<file path="src/rtl/character_drawer.sv">
// Redraws the player sprite on the VGA pixel bus whenever the slot position changes.
// The old slot is erased with the background colour, then the new slot is drawn, one pixel per clock.
module character_drawer #(
    parameter int unsigned SPRITE_W    = 8,
    parameter int unsigned SPRITE_H    = 8,
    parameter int unsigned X_ORIGIN    = 8,
    parameter int unsigned X_STEP      = 16,
    parameter int unsigned Y_ROW       = 104,
    parameter logic [2:0]  CHAR_COLOUR = 3'b110,
    parameter logic [2:0]  BG_COLOUR   = 3'b000
) (
    input  logic       Clock,
    input  logic       Reset,
    input  logic [3:0] CurrState,
    output logic [7:0] X,
    output logic [6:0] Y,
    output logic [2:0] Colour,
    output logic       Plot,
    output logic       Busy
);

    localparam int unsigned ColW = (SPRITE_W > 1) ? $clog2(SPRITE_W) : 1;
    localparam int unsigned RowW = (SPRITE_H > 1) ? $clog2(SPRITE_H) : 1;
    localparam logic [ColW-1:0] LastCol = ColW'(SPRITE_W - 1);
    localparam logic [RowW-1:0] LastRow = RowW'(SPRITE_H - 1);
    localparam logic [3:0] MaxSlot = 4'd8;

    typedef enum logic [1:0] {StIdle, StErase, StDraw} drawState;

    drawState        state, stateNext;
    logic [ColW-1:0] col, colNext;
    logic [RowW-1:0] row, rowNext;
    logic [3:0]      targetPos, targetPosNext;
    logic [3:0]      oldPos, oldPosNext;
    logic [3:0]      drawnPos, drawnPosNext;
    logic            drawnValid, drawnValidNext;
    logic [7:0]      xNext;
    logic [6:0]      yNext;
    logic [2:0]      colourNext;
    logic            plotNext;
    logic [3:0]      slot;

    always_ff @(posedge Clock or posedge Reset) begin
        if (Reset) begin
            state      <= StIdle;
            col        <= '0;
            row        <= '0;
            targetPos  <= '0;
            oldPos     <= '0;
            drawnPos   <= '0;
            drawnValid <= 1'b0;
            X          <= '0;
            Y          <= '0;
            Colour     <= '0;
            Plot       <= 1'b0;
            Busy       <= 1'b0;
        end else begin
            state      <= stateNext;
            col        <= colNext;
            row        <= rowNext;
            targetPos  <= targetPosNext;
            oldPos     <= oldPosNext;
            drawnPos   <= drawnPosNext;
            drawnValid <= drawnValidNext;
            X          <= xNext;
            Y          <= yNext;
            Colour     <= colourNext;
            Plot       <= plotNext;
            Busy       <= plotNext;
        end
    end

    always_comb begin
        stateNext      = state;
        colNext        = col;
        rowNext        = row;
        targetPosNext  = targetPos;
        oldPosNext     = oldPos;
        drawnPosNext   = drawnPos;
        drawnValidNext = drawnValid;

        unique case (state)
            StIdle: begin
                if (CurrState <= MaxSlot && (!drawnValid || CurrState != drawnPos)) begin
                    targetPosNext = CurrState;
                    oldPosNext    = drawnPos;
                    colNext       = '0;
                    rowNext       = '0;
                    stateNext     = drawnValid ? StErase : StDraw;
                end
            end
            StErase, StDraw: begin
                if (col == LastCol) begin
                    colNext = '0;
                    if (row == LastRow) begin
                        rowNext = '0;
                        if (state == StErase) begin
                            stateNext = StDraw;
                        end else begin
                            stateNext      = StIdle;
                            drawnPosNext   = targetPos;
                            drawnValidNext = 1'b1;
                        end
                    end else begin
                        rowNext = row + 1'b1;
                    end
                end else begin
                    colNext = col + 1'b1;
                end
            end
            default: stateNext = StIdle;
        endcase
    end

    // Outputs are derived from next-state values so the registered pixel lines up with its state.
    always_comb begin
        plotNext   = (stateNext != StIdle);
        slot       = (stateNext == StErase) ? oldPosNext : targetPosNext;
        xNext      = X;
        yNext      = Y;
        colourNext = Colour;
        if (plotNext) begin
            xNext      = 8'(X_ORIGIN + X_STEP * 32'(slot) + 32'(colNext));
            yNext      = 7'(Y_ROW + 32'(rowNext));
            colourNext = (stateNext == StErase) ? BG_COLOUR : CHAR_COLOUR;
        end
    end

endmodule
</file>
<file path="config.mk">
export PLATFORM = sky130hd
export DESIGN_NAME = character_drawer
export DESIGN_NICKNAME = d
export VERILOG_FILES = /design/src/rtl/character_drawer.sv
export SDC_FILE = /design/constraint.sdc
export NUM_CORES = 1
export LEC_CHECK = 0
export ABC_AREA = 1
export BUFFER_PORTS_ARGS = -buffer_cell sky130_fd_sc_hd__buf_4
export CORE_MARGIN = 2
export CORE_UTILIZATION = 45
export DETAILED_ROUTE_END_ITERATION = 10
export PLACE_DENSITY = 0.65
export RECOVER_POWER = 50
export SETUP_SLACK_MARGIN = 0.5
export SYNTH_ARGS = -nofsm -noshare
export SYNTH_HDL_FRONTEND = slang
export SYNTH_SLANG_ARGS = --single-unit
</file>
<file path="constraint.sdc">
create_clock -name Clock -period 2.3 [get_ports Clock]
set_input_delay 0.46 -clock Clock [delete_from_list [all_inputs] [get_ports Clock]]
set_output_delay 0.46 -clock Clock [all_outputs]
set_load 0.01 [all_outputs]
</file>
# Word level (Yosys, flattened, before mapping)

Index checks and enable logic that the tools add are counted.

$add $sub $neg: 5
Magnitude comparators: 1
Eq/ne operators: 6
Muxes and demuxes: 19
Bitwise operators: 1
Reductions and logical operators: 7

Operators with widths:

| cell                  | number |
|---|---|
| $mux W4               | 5 |
| $mux W3               | 6 |
| $pmux W3 S2           | 2 |
| $mux W2               | 5 |
| $add A4 B8 Y8 const A | 1 |
| $add A8 B3 Y8         | 1 |
| $add A7 B3 Y7 const A | 1 |
| $add A3 B1 Y3 const B | 2 |
| $eq A3 B3 Y1 const B  | 2 |
| $eq A2 B1 Y1 const B  | 2 |
| $le A4 B4 Y1 const B  | 1 |
| $ne A4 B4 Y1          | 1 |
| $pmux W2 S2           | 1 |
| $reduce_and A4 Y1     | 1 |
| $eq A2 B2 Y1 const B  | 1 |
| $logic_not A2 Y1      | 1 |
| $reduce_bool A2 Y1    | 1 |
| $reduce_or A2 Y1      | 1 |
| $logic_and A1 B1 Y1   | 1 |
| $logic_not A1 Y1      | 1 |
| $logic_or A1 B1 Y1    | 1 |
| $not A1 Y1            | 1 |

Register bits after elaboration: 40
Input port bits: 6
Logic and storage cells: 50

# Logic depth before layout (Yosys ltp)

Gate-level depths: netlist of the first run.

Depth after elaboration: 9
Gate-level depth with buffers: 13
Depth with buffers taken out: 12

# Worst setup path after synthesis of the first run

Ideal clock, no wire load.

Kind: register to register
Start point: reg col[0]
End point: reg X[5]
Setup time: 117 ps
Arrival time: 1721 ps
Path slack: 462 ps
Cell stages (with the launch flop): 12
Cells stage by stage: dfrtp_1 > ha_1 > ha_1 > buf_2 > a21oi_1 > nand2_1 > nand2_1 > nand3_4 > nor2_2 > nand2_1 > nand3_2 > nand2_1

Cells in the longest elaborated chain, start to end: 7

RTL lines:

| element                | RTL line | RTL |
|---|---|---|
| start, declared        | 31       | `logic [ColW-1:0] col, colNext;` |
| start signal, assigned | 59       | `col <= colNext;` |
| $eq A3 B3 Y1           | 93       | `if (col == LastCol) begin` |
| $mux W2                | 93       |  |
| $pmux W2 S2            | 82       | `unique case (state)` |
| $eq A2 B1 Y1           | 118      | `slot = (stateNext == StErase) ? oldPosNext : targetPosNext;` |
| $mux W4                | 118      |  |
| $add A4 B8 Y8          | 123      | `xNext = 8'(X_ORIGIN + X_STEP * 32'(slot) + 32'(colNext));` |
| $add A8 B3 Y8          | 123      |  |
| end signal, assigned   | 65       | `X <= xNext;` |
| end, declared          | 15       | `output logic [7:0] X,` |

Parallel ways exist; a longest one is shown, timed or not.
A chain may end at the register's enable or synchronous reset.

# Worst setup path in the final report of the first run

Start point: reg state[0]
End point: reg X[4]

Cells in the longest elaborated chain, start to end: 9

RTL lines:

| element                | RTL line | RTL |
|---|---|---|
| start, declared        | 30       | `drawState state, stateNext;` |
| start signal, assigned | 45       | `state <= StIdle;` |
| start signal, assigned | 58       | `state <= stateNext;` |
| $eq A2 B1 Y1           | 82, 97   |  |
| $mux W2                | 97       | `if (state == StErase) begin` |
| $mux W2                | 95       | `if (row == LastRow) begin` |
| $mux W2                | 93       |  |
| $pmux W2 S2            | 82       |  |
| $eq A2 B1 Y1           | 118      |  |
| $mux W4                | 118      |  |
| $add A4 B8 Y8          | 123      |  |
| $add A8 B3 Y8          | 123      |  |

Parallel ways exist; a longest one is shown, timed or not.

==> summary.md, run 1 <==
| Metric | Value |
|---|---|
| Least-Margin Pin Slew | `around 0.84 ns` |
| Initial Util | `a little under half` |
| Mapped Cells | `~200` |
| Routed length per placed instance | `14.1 um` |
| RSZ-0062 raised after global routing | `true` |
| Required time worst endpoint | `roughly 2.5 ns` |
| Min Tclk post-route | `~1.8 ns` |
| Mean Syn Cell Area | `8.86 um^2` |
| Switch Pwr | `1.26 mW` |
| R2R cell count | `11` |
| DPL Wire Length | `~2500 um` |
| Clock sink count | `34` |
| Area of the multi-input gates | `between 800 and 900 um^2` |
| Internal power | `1.66 mW` |
| Initial antenna violation count | `0` |
| Power per cell area | `1280 nW/um^2` |
| Most common cell after layout, fill and taps aside | `nand2_1` |
| Commonest cells after routing, fill and taps aside | `nand2_1 (52), dfrtp_1 (34), buf_4 (29), inv_1 (18), nand3_1 (15)` |
| CP startpoint kind | `register` |
| Reg2reg start | `state[0]` |
| Top Ports | `26` |
| H-Tree Depth | `2` |
| Unique masters post-synth | `26` |
| First drt pass iteration count | `4` |
| DRC errors left | `0` |
| Sequential share of the synthesized area | `between 40 and 50%` |
| Comb power frac | `between 50% and 60%` |
| Layout filler cell count | `about 350` |
| P_leak | `approximately 1.1 nW` |
| Nets | `253` |
| Max-cap viol count | `0` |
| Vias in the first global route | `around 1400` |
| VDD IR max | `0.795 mV` |
| Via density | `about 5.0` |
| Die height | `between 60 and 70 um` |
| Grt total ovfl | `0` |
| Routed Antenna Nets | `0` |
| Run status | `finished, final reports clean` |
| Final hold vios | `0` |
| Vias | `between 1000 and 1500` |
| Reg area | `about 850 um^2` |
| PortBufs | `23` |
| Reg-to-Reg End | `X[4]` |
| Setup Skew | `~0.0057 ns` |
| Switch share | `43.0%` |
| WL final | `4080 um` |
| First DRT Iteration DRCs | `57` |
| Met1 GRT Util | `about 28%` |
| Layout cells sized above 1 | `32.4%` |
| Kind of critical path | `reg2reg` |
| Power share of the sequential group | `around 30%` |
| Placed cell areas | `1960 um^2` |
| Routability cong. | `roughly 0.77` |
| Largest net degree at the start of global routing | `35` |
| Die footprint | `between 4000 and 5000 um^2` |
| Fmax | `553 MHz` |
| Antenna diode count | `0` |
| Die X-Extent | `67.1 um` |
| CTS tree | `built` |
| Insertion delay to the later sink of the worst-skew pair | `approximately 0.28 ns` |
| FF-to-FF setup slack | `between 0.4 and 0.5 ns` |
| Setup TNS | `0 ns` |
| Gr usage total | `around a fifth` |
| Buffers from clock root to sink, at most | `2` |
| Worst Hold Class | `in2async` |
| Endpoints failing setup | `0` |
| Synth Cell Area | `roughly 1800 um^2` |
| Post-route cell area | `between 2000 and 2500 um^2` |
| Slew Limit Fails | `0` |
| First-pass GRT wire length | `about 6400 um` |
| Grt peak-use layer | `met2` |
| Clock share of power | `between 10% and 20%` |
| Worst Path Max Fanout | `5` |
| Row count | `22` |
| Slew HR | `44.2%` |
| Met3 usage | `about 3.5%` |
| GR Util met2 | `around 29%` |
| Root buf cell | `clkbuf_8` |
| P&R area growth vs syn | `27.3%` |
| Endpoint class of the critical path | `register` |
| #FFs+latches synth | `34` |
| End of the critical path | `X[4]` |
| Core area | `~3700 um^2` |
| Worst Path Arrival | `about 2.0 ns` |
| YS warnings | `0` |
| Final period utilization | `approximately 79%` |
| Crit. Startpoint | `state[0]` |
| Clk slew on worst S/H paths | `0.07 ns` |
| Inserted Clock Buffers | `5` |
==> per-layer routing <==
metal / routed length (um) / up-vias
met5: 0 / -
met4: 32 / 0
met3: 203 / 5
met2: 1870 / 43
met1: 1970 / 671
li1: - / 712
==> metrics by stage <==
| step | worst slack [ns] | hold slack [ns] | cells | util (%) | power (mW) |
|---|---|---|---|---|---|
| 2_1_floorplan | 0.506 | 0.453 | 203 | - | 1.81 |
| 3_3_place_gp | 0.270 | 0.475 | 264 | 52.2 | 2.04 |
| 3_5_place_dp | 0.225 | 0.486 | 264 | 52.2 | 2.05 |
| 4_1_cts | 0.501 | 0.283 | 281 | 58.0 | 2.77 |
| 5_1_grt | 0.390 | 0.509 | 289 | 60.9 | 3.14 |
| 6_report | 0.492 | 0.429 | 289 | 60.9 | 2.92 |
==> timing repair <==
action	CTS	global route
gates cloned	1	1
pin swaps	4	11
resized for setup	12	18
hold buffers	0	0
hold endpoints to repair	0	0
endpoints found under the setup margin	13	16
setup buffers	8	7
==> final cells by class <==
type	instances	share of cell area, %
tap	48	2.64
clock buffer	6	3.62
clock inverter	2	0.549
multi-input combinational	136	39.2
sequential	34	37.3
timing repair buffer	40	12.7
inverter	23	3.95
==> power groups by stage <==
stage | clock, mW | sequential [mW] | combinational, mW
after detailed placement | 0 | 0.891 | 1.16
after global routing | 0.499 | 0.889 | 1.75
after CTS | 0.470 | 0.872 | 1.42
after floorplan | 0 | 0.901 | 0.911
final | 0.459 | 0.873 | 1.59
after global placement | 0 | 0.889 | 1.15
==> critical path: stages (launching register included) <==
cell	delay, ns
dfrtp_1	0.38
inv_1	0.10
ha_4	0.30
inv_2	0.06
a21oi_4	0.13
nand2_1	0.08
nand2_2	0.12
nand3_4	0.15
nor2_4	0.17
nand2_1	0.08
nand3_2	0.08
nand2_1	0.05
==> state kept, by name, indices dropped and copies added (netlist names) <==
register	count
targetPos	4
state	2
row	3
oldPos	4
Busy	1
X	8
Colour	1
drawnPos	4
drawnValid	1
Y	3
col	3
==> worst min path at each step <==
stage	endpoint	slack, ns
after floorplan	targetPos[2]	0.45
after global routing	targetPos[0]	0.51
after global placement	oldPos[2]	0.48
final	Busy	0.43
after CTS	X[4]	0.28
after detailed placement	oldPos[2]	0.49
==> cell families after synthesis <==
| group | after synthesis | synth area share, % |
|---|---|---|
| other | 1 | 0.209 |
| AND/OR/NAND/NOR | 98 | 28.0 |
| XOR/XNOR | 1 | 0.489 |
| AO/OA/AOI/OAI | 25 | 8.46 |
| buffers and inverters | 35 | 9.85 |
| adder cells (fa/ha/maj) | 7 | 4.89 |
| flip-flops | 34 | 47.5 |
| multiplexers | 1 | 0.629 |
==> cells in the mapped netlist (all sizes together) <==
master / instances / area [um^2]
nand2: 60 / 248
dfrtp: 34 / 851
inv: 23 / 86.3
nand3: 22 / 173
o21ai: 13 / 80.1
buf: 12 / 90.1
nor2: 10 / 42.5
a21oi: 7 / 35.0
ha: 7 / 87.6
nand4: 4 / 25.0
o21bai: 4 / 30.0
or2: 2 / 12.5
a31oi: 1 / 6.26
conb: 1 / 3.75
mux2: 1 / 11.3
xnor2: 1 / 8.76
No activity file was read; power rests on OpenSTA's default activity.
==> run 2, diff against run 1 <==
Clock period 2.3 ns to 1.85 ns, I/O delays scaled along.
==> summary.md, run 2 (synthesis gave the netlist of run 1 again) <==
| Metric | Value |
|---|---|
| Kind of critical path | `reg2reg` |
| Layout cells sized above 1 | `48.6% (+16 points)` |
| WL final | `4410 um (+8.2%)` |
| First-pass GRT wire length | `6870 um (+6.5%)` |
| Root buf cell | `clkbuf_8` |
| Crit path top cell by count | `nand2_8` |
| Final hold vios | `0 (unchanged)` |
| Routability cong. | `0.814 (+5.2%)` |
| Clk slew on worst S/H paths | `0.07 ns (about the same)` |
| Initial Util | `47.8% (unchanged)` |
| Core area | `3740 um^2 (unchanged)` |
| Slew Limit Fails | `0 (unchanged)` |
| Routed length per placed instance | `14.5 um (+2.5%)` |
| Die footprint | `4500 um^2 (unchanged)` |
| Least-Margin Pin Slew | `0.813 ns (-0.0245 ns)` |
| Worst Path Max Fanout | `6 (+1)` |
| Fmax | `574 MHz (+3.7%)` |
| Row count | `22 (unchanged)` |
| Grt total ovfl | `0 (unchanged)` |
| CTS tree | `built` |
| Top Ports | `26 (unchanged)` |
| Endpoints failing setup | `0 (unchanged)` |
| RSZ-0062 raised after global routing | `true` |
| Biggest register | `X` |
| Die height | `67.1 um (unchanged)` |
| Placed cell areas | `2060 um^2 (+5.4%)` |
| Initial antenna violation count | `0 (unchanged)` |
| Final period utilization | `94.2% (+16 points)` |
| Power per cell area | `1630 nW/um^2 (+28%)` |
| Gr usage total | `20.8% (+1.5 points)` |
| Worst Path Arrival | `1.91 ns (-0.08 ns)` |
| P&R area growth vs syn | `45.6%` |
| Most common cell after layout, fill and taps aside | `nand2_1` |
| Vias | `1552 (+8.5%)` |
| Required time worst endpoint | `2.02 ns (-0.46 ns)` |
| First drt pass iteration count | `4 (unchanged)` |
| Via density | `5.09 (+2.8%)` |
| Commonest cells after routing, fill and taps aside | `nand2_1 (45), buf_4 (36), dfrtp_1 (34), inv_1 (12), nand2_2 (11)` |
| Die X-Extent | `67.1 um (unchanged)` |
| DPL Wire Length | `2660 um (+4.8%)` |
| Setup TNS | `0 ns (unchanged)` |
| Min Tclk post-route | `1.74 ns (-0.0648 ns)` |
| First DRT Iteration DRCs | `74 (+30%)` |
| Insertion delay to the later sink of the worst-skew pair | `0.29 ns (about the same)` |
| Nets | `269 (+6.3%)` |
| Run status | `finished, final reports clean` |
| Setup Skew | `0.00731 ns (+0.00162 ns)` |
| Critical path's slowest cell | `dfrtp_1` |
| CP startpoint kind | `register` |
| Routed Antenna Nets | `0 (unchanged)` |
| Slew HR | `45.8% (+1.6 points)` |
| Worst Hold Class | `in2async` |
| Max-cap viol count | `0 (unchanged)` |
| P_leak | `1.26 nW (+9.3%)` |
| Largest net degree at the start of global routing | `35 (unchanged)` |
| Antenna diode count | `0 (unchanged)` |
| VDD IR max | `0.965 mV (+21%)` |
| Endpoint class of the critical path | `register` |
| Vias in the first global route | `1507 (+9.5%)` |
| Max reg flops | `8 (unchanged)` |
| Buffers from clock root to sink, at most | `2 (unchanged)` |
| CP cell instances | `buf_4, ha_1, o21ai_2, nand3_4, nand2_8, nand2_8, or2_1` |
| Hold-fix buffers at CTS | `0 (unchanged)` |
| Post-route cell area | `2610 um^2 (+14%)` |
| H-Tree Depth | `2 (unchanged)` |
| PortBufs | `23 (unchanged)` |
| Inserted Clock Buffers | `5 (unchanged)` |
| Crit path largest cell delay | `0.41 ns (+0.03 ns)` |
| Clock sink count | `34 (unchanged)` |
| DRC errors left | `0 (unchanged)` |
| FF-to-FF setup slack | `0.11 ns (-0.39 ns)` |
==> run 2: cell count changes in the layout (fill, tap and decap cells not counted), sizes merged <==
cell          previous run  this run
nand3                   23        22
inv                     22        23
buf                     30        46
dlymetal6s2s             1         0
clkbuf                  15        18
clkinvlp                 2         0
==> run 2: worst paths after layout <==
path / start / cells past startpoint / end
worst max-delay path: state[0] / 7 / X[3]
worst max register to register: state[0] / 7 / X[3]
max in group asynchronous: Reset / 3 / X[6]
worst min-delay path: Reset / 3 / X[0]
min in group Clock: CurrState[1] / 3 / targetPos[1]
worst min register to register: X[7] / 2 / X[7]
==> run 2: critical path: cells and delay by family, from the launching register on <==
kind / cells / cell delay [ns]
flip-flops: 1 / 0.41
buffers and inverters: 1 / 0.16
AO/OA/AOI/OAI: 1 / 0.22
adder cells (fa/ha/maj): 1 / 0.24
AND/OR/NAND/NOR: 4 / 0.58
==> run 2: layout make-up <==
cell class,count,area [um^2]
clock inverters,1,5.00
inverters,23,96.3
multi-input cells,135,1070
clock buffers,7,86.3
repair buffers,57,442
well taps,48,60.1
flip-flops and latches,34,851
fillers,289,1140
==> run 2: power by group <==
part / internal, mW / switching, mW
Sequential: 0.972 / 0.143
Combinational: 1.12 / 1.46
Clock: 0.300 / 0.266
Total: 2.40 / 1.86
==> run 2: what timing repair did <==
item / in CTS / in global routing
gates resized for setup: 42 / 27
pin swaps: 22 / 12
cloned: 1 / 0
setup endpoints to repair: 29 / 30
buffers inserted: 15 / 14
==> run 2: metrics by stage <==
step / util (%) / cells / power, mW / worst slack [ns] / hold WS (ns)
floorplan: - / 203 / 2.43 / 0.191 / 0.452
global placement: 55.0 / 267 / 2.75 / 0.0656 / 0.472
detailed placement: 55.0 / 267 / 2.80 / 0.0128 / 0.482
CTS: 64.8 / 291 / 3.90 / 0.155 / 0.195
global route: 69.7 / 305 / 4.54 / 0.0481 / 0.414
finish: 69.7 / 305 / 4.26 / 0.107 / 0.318
==> run 2: per-layer routing <==
metal | track usage (%) | vias to the layer above | share of wire (%)
met4 | 7.65 | 0 | 1.0
met3 | 4.90 | 5 | 4.2
li1 | - | 745 | -
met1 | 23.6 | 766 | 42
met5 | 0 | - | 0
met2 | 37.5 | 36 | 52
